===== config.mk =====
export PLATFORM = sky130hd
export DESIGN_NAME = clk_div_prog_flat
export DESIGN_NICKNAME = d
export VERILOG_FILES = /design/src/rtl/clk_div_prog_if.sv /design/src/rtl/clk_div_prog.sv /design/src/flat_wrapper.sv
export SDC_FILE = /design/constraint.sdc
export NUM_CORES = 1
export LEC_CHECK = 0
export BUFFER_PORTS_ARGS = -buffer_cell sky130_fd_sc_hd__buf_2
export CAP_MARGIN = 20
export CORE_ASPECT_RATIO = 1.25
export CORE_MARGIN = 3
export CORE_UTILIZATION = 69
export CTS_CLUSTER_DIAMETER = 100
export DETAILED_ROUTE_END_ITERATION = 16
export PLACE_DENSITY = 0.87
export SKIP_CTS_REPAIR_TIMING = 1
export SYNTH_ARGS = -nofsm -noshare
export SYNTH_HDL_FRONTEND = slang
export SYNTH_SLANG_ARGS = --single-unit

===== constraint.sdc =====
create_clock -name clk_i -period 15.95 [get_ports clk_i]
set_input_delay 2.3925 -clock clk_i [delete_from_list [all_inputs] [get_ports clk_i]]
set_output_delay 2.3925 -clock clk_i [all_outputs]
set_load 0.005 [all_outputs]

===== src/rtl/clk_div_prog_if.sv =====
// Control/status bundle for clk_div_prog: per-channel enables, global sync,
// divisor write port and the divided outputs.
interface clk_div_prog_if #(
  parameter int unsigned NUM_CH = 4,
  parameter int unsigned DIV_W  = 16
);
  localparam int unsigned CH_W = (NUM_CH > 1) ? $clog2(NUM_CH) : 1;

  logic [NUM_CH-1:0] en;
  logic              sync;
  logic              wr_en;
  logic [CH_W-1:0]   wr_ch;
  logic [DIV_W-1:0]  wr_div;
  logic              wr_err;
  logic [NUM_CH-1:0] pend;
  logic [NUM_CH-1:0] clk_out;
  logic [NUM_CH-1:0] tick;

  modport master (
    output en, sync, wr_en, wr_ch, wr_div,
    input  wr_err, pend, clk_out, tick
  );

  modport slave (
    input  en, sync, wr_en, wr_ch, wr_div,
    output wr_err, pend, clk_out, tick
  );
endinterface


===== src/rtl/clk_div_prog.sv =====
// Multi-channel programmable clock divider: per-channel runtime divisor,
// square-wave output and one-cycle tick, with glitch-free divisor updates.
module clk_div_prog #(
  parameter int unsigned NUM_CH      = 4,
  parameter int unsigned DIV_W       = 16,
  parameter int unsigned DEFAULT_DIV = 40
) (
  input  logic           clk_i,
  input  logic           rst_i,
  clk_div_prog_if.slave  bus
);
  localparam int unsigned CH_W = (NUM_CH > 1) ? $clog2(NUM_CH) : 1;

  // High-phase length ceil(n/2), computed without widening n.
  function automatic logic [DIV_W-1:0] hi_of(input logic [DIV_W-1:0] n);
    return (n >> 1) + {{(DIV_W-1){1'b0}}, n[0]};
  endfunction

  logic              wr_ok;
  logic              wr_err_q;
  logic [NUM_CH-1:0] pend_v;
  logic [NUM_CH-1:0] clk_out_v;
  logic [NUM_CH-1:0] tick_v;

  assign wr_ok = bus.wr_en
               && (32'(bus.wr_ch) < NUM_CH)
               && (bus.wr_div >= DIV_W'(2));

  always_ff @(posedge clk_i or posedge rst_i) begin
    if (rst_i) begin
      wr_err_q <= 1'b0;
    end else begin
      wr_err_q <= bus.wr_en && !wr_ok;
    end
  end

  for (genvar g = 0; g < NUM_CH; g++) begin : g_ch
    logic [DIV_W-1:0] cnt_q, cnt_d;
    logic [DIV_W-1:0] cur_q, cur_d;
    logic [DIV_W-1:0] shadow_q, shadow_d;
    logic             pend_q, pend_d;
    logic             run_q;
    logic             clk_out_q, clk_out_d;
    logic             tick_q, tick_d;
    logic             restart;
    logic             apply;
    logic             wr_hit;

    assign wr_hit = wr_ok && (bus.wr_ch == CH_W'(g));

    // Any period boundary (disable, first enabled cycle, sync, natural wrap)
    // is where a pending divisor may be swapped in.
    assign restart = !bus.en[g] || !run_q || bus.sync
                   || (cnt_q >= cur_q - DIV_W'(1));
    assign apply   = restart && pend_q;

    always_comb begin
      cnt_d     = restart ? '0 : cnt_q + DIV_W'(1);
      cur_d     = apply ? shadow_q : cur_q;
      shadow_d  = shadow_q;
      pend_d    = pend_q;
      clk_out_d = 1'b0;
      tick_d    = 1'b0;
      // A write on the apply edge re-arms pend with the new shadow value.
      if (wr_hit) begin
        shadow_d = bus.wr_div;
        pend_d   = 1'b1;
      end else if (apply) begin
        pend_d   = 1'b0;
      end
      if (bus.en[g]) begin
        clk_out_d = (cnt_d < hi_of(cur_d));
        tick_d    = (cnt_d == '0);
      end
    end

    always_ff @(posedge clk_i or posedge rst_i) begin
      if (rst_i) begin
        cnt_q     <= '0;
        cur_q     <= DIV_W'(DEFAULT_DIV);
        shadow_q  <= DIV_W'(DEFAULT_DIV);
        pend_q    <= 1'b0;
        run_q     <= 1'b0;
        clk_out_q <= 1'b0;
        tick_q    <= 1'b0;
      end else begin
        cnt_q     <= cnt_d;
        cur_q     <= cur_d;
        shadow_q  <= shadow_d;
        pend_q    <= pend_d;
        run_q     <= bus.en[g];
        clk_out_q <= clk_out_d;
        tick_q    <= tick_d;
      end
    end

    assign pend_v[g]    = pend_q;
    assign clk_out_v[g] = clk_out_q;
    assign tick_v[g]    = tick_q;
  end

  assign bus.wr_err  = wr_err_q;
  assign bus.pend    = pend_v;
  assign bus.clk_out = clk_out_v;
  assign bus.tick    = tick_v;
endmodule


===== src/flat_wrapper.sv =====
// flat-port wrapper written by rule: the top's interface ports become plain ports
module clk_div_prog_flat 
#(
  parameter int unsigned NUM_CH      = 4,
  parameter int unsigned DIV_W       = 16,
  parameter int unsigned DEFAULT_DIV = 40
)
  (clk_i, rst_i, bus_en, bus_sync, bus_wr_en, bus_wr_ch, bus_wr_div, bus_wr_err, bus_pend, bus_clk_out, bus_tick);
  clk_div_prog_if #(.NUM_CH(NUM_CH), .DIV_W(DIV_W)) bus_i ();
  input  logic clk_i;
  input  logic rst_i;
  input wire logic [$bits(bus_i.en)-1:0] bus_en;
  input wire logic [$bits(bus_i.sync)-1:0] bus_sync;
  input wire logic [$bits(bus_i.wr_en)-1:0] bus_wr_en;
  input wire logic [$bits(bus_i.wr_ch)-1:0] bus_wr_ch;
  input wire logic [$bits(bus_i.wr_div)-1:0] bus_wr_div;
  output wire logic [$bits(bus_i.wr_err)-1:0] bus_wr_err;
  output wire logic [$bits(bus_i.pend)-1:0] bus_pend;
  output wire logic [$bits(bus_i.clk_out)-1:0] bus_clk_out;
  output wire logic [$bits(bus_i.tick)-1:0] bus_tick;
  assign bus_i.en = bus_en;
  assign bus_i.sync = bus_sync;
  assign bus_i.wr_en = bus_wr_en;
  assign bus_i.wr_ch = bus_wr_ch;
  assign bus_i.wr_div = bus_wr_div;
  assign bus_wr_err = bus_i.wr_err;
  assign bus_pend = bus_i.pend;
  assign bus_clk_out = bus_i.clk_out;
  assign bus_tick = bus_i.tick;
  clk_div_prog #(.NUM_CH(NUM_CH), .DIV_W(DIV_W), .DEFAULT_DIV(DEFAULT_DIV)) u_core (.clk_i(clk_i), .rst_i(rst_i), .bus(bus_i));
endmodule

==> results.ini, run 1 <==
[floorplanning]
start_util_pct=71.5
die_y_microns=172
ios=39
die_w_microns=139
rows=59
die_area_sq_um=23800
fp.coreArea_sq_um=21200

[worst_setup_path]
slowest_delay_ns=0.40
critPathKind=register to register
path_common_cell=ha_1
cp_max_fo=41
required_ns=16.36
worstSetupStartpointType=register
cp_top_family=simple AND/OR/NAND/NOR gates
crit_buf_inv=2
worstPathArrival_ns=7.34
critPathCaptureType=register
cp_slowest_cell=dfrtp_1

[power_and_ir_drop]
vdd.ir_drop.worst_mv=0.141
leakage_uw=0.00719
power.total_uw=1890
powerDensity_nw_per_um2=117

[sta]
grt_setup_unrepaired=no
worstMarginPinSlew_ns=0.971
period_share_pct=43.5
setup_viol=0
skew_ns=0.0122
fin_crit_ns=6.93
setup_tns_ns=0
hold_viol=0
whs_ns=0.493
slew_viol_final=0
fmax_mhz=144
relSlewSlack_pct=35.1

[clock_tree]
h-tree-depth=1
clk_path_buf_depth=3
root_buffer=clkbuf_16
clkSinkCount=209
clock_latency_ns=0.53
numCtsBuffers=22
cts.clk_slew.worst_paths_ns=0.07
cts_tree=done

[yosys]
synth_adder_area_share_pct=11.6
synth_edf_count=0
synth_ff_type=dfrtp_1
synth_top_family_by_area=simple AND/OR/NAND/NOR gates
muxShareOfSynthArea_pct=7.52
synth-async-reset-ratio_pct=100
synthCells=1663
yosysWarnings=0
syn_nets=1829
synth_compound_area_share_pct=9.04
syn_avg_cell_area_sq_um=9.11
synth_xor_xnor_area_share_pct=11.7
syn_area_sq_um=15100
yosys.area_share.simple_pct=21.7
ys_types=77
synth.ff_latch_count=209
yosysSeqAreaShare_pct=34.7

[job]
cap_violations=0

[routing]
wirelength_mm=36.5
drtIter0Drc=1014
firstDrtPassIters=5
post_drt_wl_per_cell_microns=18.8
via_per_inst=6.33
drc=0
ant_nets=0
num_vias=12300

[status]
outcome=completed

[grt]
gr-total-overflow=0
grt_first_pass_wirelength_mm=60.6
grt_max_degree=124
grt_pass1_vias=12300
antenna_found_initial=0
grt.total_usage_pct=30.5

[layout]
area_delta_synth_final_pct=6.90
final_area_sq_um=16200
layout.nets=1817
nFillCells=1378
n_antenna_cell=0
drive_gt1_share_pct=12.4

[placement]
port_buffers=38
gp_congestion=0.902
hpwl_mm=25.9
placed_area_sq_um=15300

[worst_hold_path]
hp-class=register to register

[worst min-delay path: cells and delay by family, from the launching register on]
kind	cells	cell delay, ns
flip-flops	1	0.40
AND/OR/NAND/NOR	2	0.10
[where the power goes]
| group | internal, uW | total (uW) | switching [uW] |
|---|---|---|---|
| Combinational | 248 | 527 | 279 |
| Sequential | 622 | 772 | 151 |
| Clock | 370 | 595 | 225 |
[per-layer routing]
metal | track usage (%) | up-vias | wire length [microns]
met3 | 3.39 | 91 | 1680
met5 | 0 | - | 0
met2 | 53.3 | 377 | 18100
li1 | - | 5854 | -
met1 | 38.7 | 5972 | 15300
met4 | 13.4 | 0 | 1420
[placed cells by master (no fill, tap or decap), drive strengths merged, types with 16 or more instances in the layout]
cell    Yosys  routed
dfrtp     193     193
nor3       43      43
inv        41      41
nand2     194     194
and3       28      28
xor2       91      91
dfstp      16      16
clkbuf     42      27
mux2       96      96
nor2      166     166
nand4      45      45
a21oi      51      51
xnor2     111     111
o21ai      65      65
ha        140     140
buf        42      48
a21o       29      29
nor4       16      16
nand3      86      86
[synthesized netlist by cell type, types with 39 or more instances]
cell type / count / area [sq um]
nand4_1: 45 / 282
nand3_1: 85 / 425
dfrtp_1: 193 / 4830
nor3_1: 39 / 195
xnor2_1: 111 / 972
inv_1: 41 / 154
clkbuf_1: 41 / 154
nand2_1: 194 / 728
ha_1: 140 / 1750
mux2_2: 85 / 957
xor2_1: 91 / 797
nor2_1: 165 / 619
a21oi_1: 51 / 255
o21ai_0: 62 / 310
[worst paths after layout]
check                           slack [ns]                          to                        from  depth (start not counted)
worst min-delay path                  0.49     u_core.g_ch[0].cur_q[5]  u_core.g_ch[0].shadow_q[5]                          2
worst max-delay path                  9.02    u_core.g_ch[0].clk_out_q     u_core.g_ch[0].cur_q[0]                         30
max in group asynchronous            12.64  u_core.g_ch[1].shadow_q[5]                       rst_i                          4
worst min register to register        0.49     u_core.g_ch[0].cur_q[5]  u_core.g_ch[0].shadow_q[5]                          2
min in group asynchronous             2.05     u_core.g_ch[3].cnt_q[2]                       rst_i                          2
worst max register to register        9.02    u_core.g_ch[0].clk_out_q     u_core.g_ch[0].cur_q[0]                         30
[per-stage QoR]
step / util (%) / setup WS (ns) / std cells
after floorplan: - / 7.87 / 1663
after global placement: 72.3 / 9.19 / 1900
after detailed placement: 72.3 / 8.84 / 1900
after CTS: 76.3 / 9.15 / 1940
after global routing: 76.4 / 8.57 / 1941
final: 76.4 / 9.02 / 1941
[layout make-up]
class                      instances  area (sq um)  area share, %
clock buffer                      27           611           3.77
clock inverter                    13           224           1.38
inverter                          41           161          0.997
multi-input combinational       1329          9310           57.5
sequential                       209          5250           32.4
tap                              274           343           2.12
timing repair buffer              48           285           1.76
[sequential cells by signal, indices dropped and copies added, names as in the netlist]
signal and flops:
u_core.bus.wr_err 1, u_core.g_ch.clk_out_q 4, u_core.g_ch.cur_q 64, u_core.g_ch.cnt_q 64, u_core.g_ch.pend_q 4, u_core.g_ch.shadow_q 64, u_core.g_ch.tick_q 4, u_core.g_ch.run_q 4
[cells by family (layout without fill, tap and decap cells)]
| logic type | after synthesis | after routing |
|---|---|---|
| AOI/OAI and AO/OA | 213 | 213 |
| DFF | 209 | 209 |
| adders and majority gates | 140 | 140 |
| xor gates and xnor gates | 202 | 202 |
| buffers and inverters | 125 | 129 |
| muxes | 101 | 101 |
| and+or+nand+nor | 673 | 673 |
No activity file was read; power rests on OpenSTA's default activity.
==> inputs of run 2 (changes only) <==
--- a/config.mk
+++ b/config.mk
@@ -9,10 +9,10 @@
 export CAP_MARGIN = 20
 export CORE_ASPECT_RATIO = 1.25
 export CORE_MARGIN = 3
-export CORE_UTILIZATION = 69
+export CORE_UTILIZATION = 64
 export CTS_CLUSTER_DIAMETER = 100
 export DETAILED_ROUTE_END_ITERATION = 16
-export PLACE_DENSITY = 0.87
+export PLACE_DENSITY = 0.81
 export SKIP_CTS_REPAIR_TIMING = 1
 export SYNTH_ARGS = -nofsm -noshare
 export SYNTH_HDL_FRONTEND = slang
==> constraint.sdc (replaced) <==
create_clock -name clk_i -period 6.7 [get_ports clk_i]
set_input_delay 1.005 -clock clk_i [delete_from_list [all_inputs] [get_ports clk_i]]
set_output_delay 1.005 -clock clk_i [all_outputs]
set_load 0.005 [all_outputs]
==> run 2 against run 1 <==
Compared with the run above:
- total power increased by 130%
- final cell count increased by 0.82%
- sequential power increased by 140%
- design area increased by 0.59%
- clock skew decreased by 0.0044 ns
- worst hold slack improved by 0.011 ns
- combinational power increased by 140%
==> results.ini, run 2 (synthesis gave the netlist of run 1 again) <==
[status]
outcome=completed

[clock_tree]
clock_latency_ns=0.51
clkSinkCount=209
h-tree-depth=1
numCtsBuffers=22
cts.clk_slew.worst_paths_ns=0.07
cts_tree=done
clk_path_buf_depth=3
root_buffer=clkbuf_16

[floorplanning]
die_y_microns=178
die_area_sq_um=25600
die_w_microns=144
start_util_pct=65.5
rows=62
fp.coreArea_sq_um=23100
ios=39

[layout]
final_cell_mix=nand2_1, dfrtp_1, nor2_1
stdcell_count=1957
layout.nets=1819
drive_gt1_share_pct=13.8
top_regs=u_core.g_ch.cnt_q: 64 flops, u_core.g_ch.cur_q: 64 flops, u_core.g_ch.shadow_q: 64 flops
n_antenna_cell=0
multiInputGateArea_sq_um=9410
utilization_pct=70.4
nFillCells=1728
ff_latch_area_sq_um=5250
final_common_cell=nand2_1
area_delta_synth_final_pct=7.53

[worst_setup_path]
ff2ff_path_depth=26
critPathKind=register to register
critPathCaptureType=register
reg2reg_slack_ns=0.33
cp_max_fo=7
worstSetupStartpointType=register
worstPathArrival_ns=6.73
reg2reg_from=u_core.g_ch[2].cur_q[4]
r2r-end=u_core.g_ch[2].clk_out_q
required_ns=7.07

[sta]
setup_viol=0
period_share_pct=95.1
hold_viol=0
fmax_mhz=157
worstMarginPinSlew_ns=1.00
setup_ws_ns=0.331
fin_crit_ns=6.37
grt_setup_unrepaired=yes
slew_viol_final=0
skew_ns=0.00780
relSlewSlack_pct=33.1

[grt]
grt_pass1_vias=11300
grt_max_degree=145
gr-total-overflow=0
grt_first_pass_wirelength_mm=56.7
grt.total_usage_pct=27.1
antenna_found_initial=0

[job]
cap_violations=0

[routing]
num_vias=11900
drc=0
via_per_inst=6.09
wirelength_mm=35.1
post_drt_wl_per_cell_microns=18.0
firstDrtPassIters=5
drtIter0Drc=852
ant_nets=0

[power_and_ir_drop]
vdd.ir_drop.worst_mv=0.189
leakage_uw=0.00719
power.total_uw=4440
powerDensity_nw_per_um2=273

[worst_hold_path]
holdPathStages=2
hp-class=register to register
hp-start=u_core.g_ch[1].shadow_q[5]
worstHoldEndpoint=u_core.g_ch[1].cur_q[5]

[placement]
gp_congestion=0.864
post-place-cells=1916
hpwl_mm=25.6
place_ws_ns=0.184
port_buffers=38

run 2: cell count changes in the layout (fill, tap and decap cells not counted), sizes merged:
cell and delta:
clkinvlp +3, inv +3, buf +2, bufinv -2
clkbuf -2, clkinv -2
run 2: per-layer routing:
metal	wire length [microns]	part of all wire (%)	up-vias	GRT usage, %
li1	-	-	5857	-
met1	15800	45	5737	37.0
met2	17200	49	265	46.0
met3	1270	3.6	64	2.74
met4	895	2.5	0	7.30
met5	0	0	-	0
run 2: final cells by class:
type / count / area share, %
Multi-Input combinational cell: 1329 / 57.8
Sequential cell: 209 / 32.2
Clock inverter: 15 / 1.29
Clock buffer: 25 / 3.70
Timing Repair Buffer: 50 / 1.77
Tap cell: 288 / 2.21
Inverter: 41 / 0.991
run 2: metrics by stage:
| stage | TNS, ns | hold slack (ns) | cell area (sq um) |
|---|---|---|---|
| after global placement | 0 | 0.471 | 15400 |
| after CTS | 0 | 0.502 | 16200 |
| after detailed placement | 0 | 0.483 | 15400 |
| after global routing | -0.101 | 0.521 | 16300 |
| after floorplan | 0 | 0.460 | 15100 |
| final | 0 | 0.504 | 16300 |
run 2: how the worst max path moves through the flow:
stage | from | endpoint | slack, ns | depth (start not counted)
global placement | u_core.g_ch[2].cur_q[4] | u_core.g_ch[2].clk_out_q | 0.22 | 27
global route | u_core.g_ch[0].cur_q[0] | u_core.g_ch[0].clk_out_q | -0.06 | 28
floorplan | rst_i | u_core.bus.wr_err | 0.01 | 1
detailed placement | u_core.g_ch[2].cur_q[4] | u_core.g_ch[2].clk_out_q | 0.18 | 27
CTS | u_core.g_ch[0].cur_q[2] | u_core.g_ch[0].clk_out_q | 0.10 | 26
finish | u_core.g_ch[2].cur_q[4] | u_core.g_ch[2].clk_out_q | 0.33 | 26
run 2: worst max-delay path, cell delays in order (launching register included):
cell      delay, ns
dfrtp_1        0.48
or3_1          0.39
or2_1          0.26
nor3_2         0.17
nand4_1        0.25
nor4_2         0.23
xnor2_1        0.10
ha_1           0.30
nand4_1        0.16
or3_1          0.41
o32a_1         0.32
a21o_1         0.25
mux2_1         0.25
ha_2           0.23
nand2_1        0.10
or4_4          0.56
nor2_1         0.18
xor2_1         0.18
o21ai_0        0.11
ha_1           0.32
nand4_1        0.17
nor3_2         0.28
nand2_1        0.13
nand4b_1       0.13
nor2_1         0.05
o21ai_0        0.12
a41oi_1        0.10
run 2: where the power goes:
part | internal (uW) | leakage, uW | switching, uW
logic | 592 | 0.00419 | 651
clock network | 813 | 0.000381 | 559
registers | 1480 | 0.00262 | 348
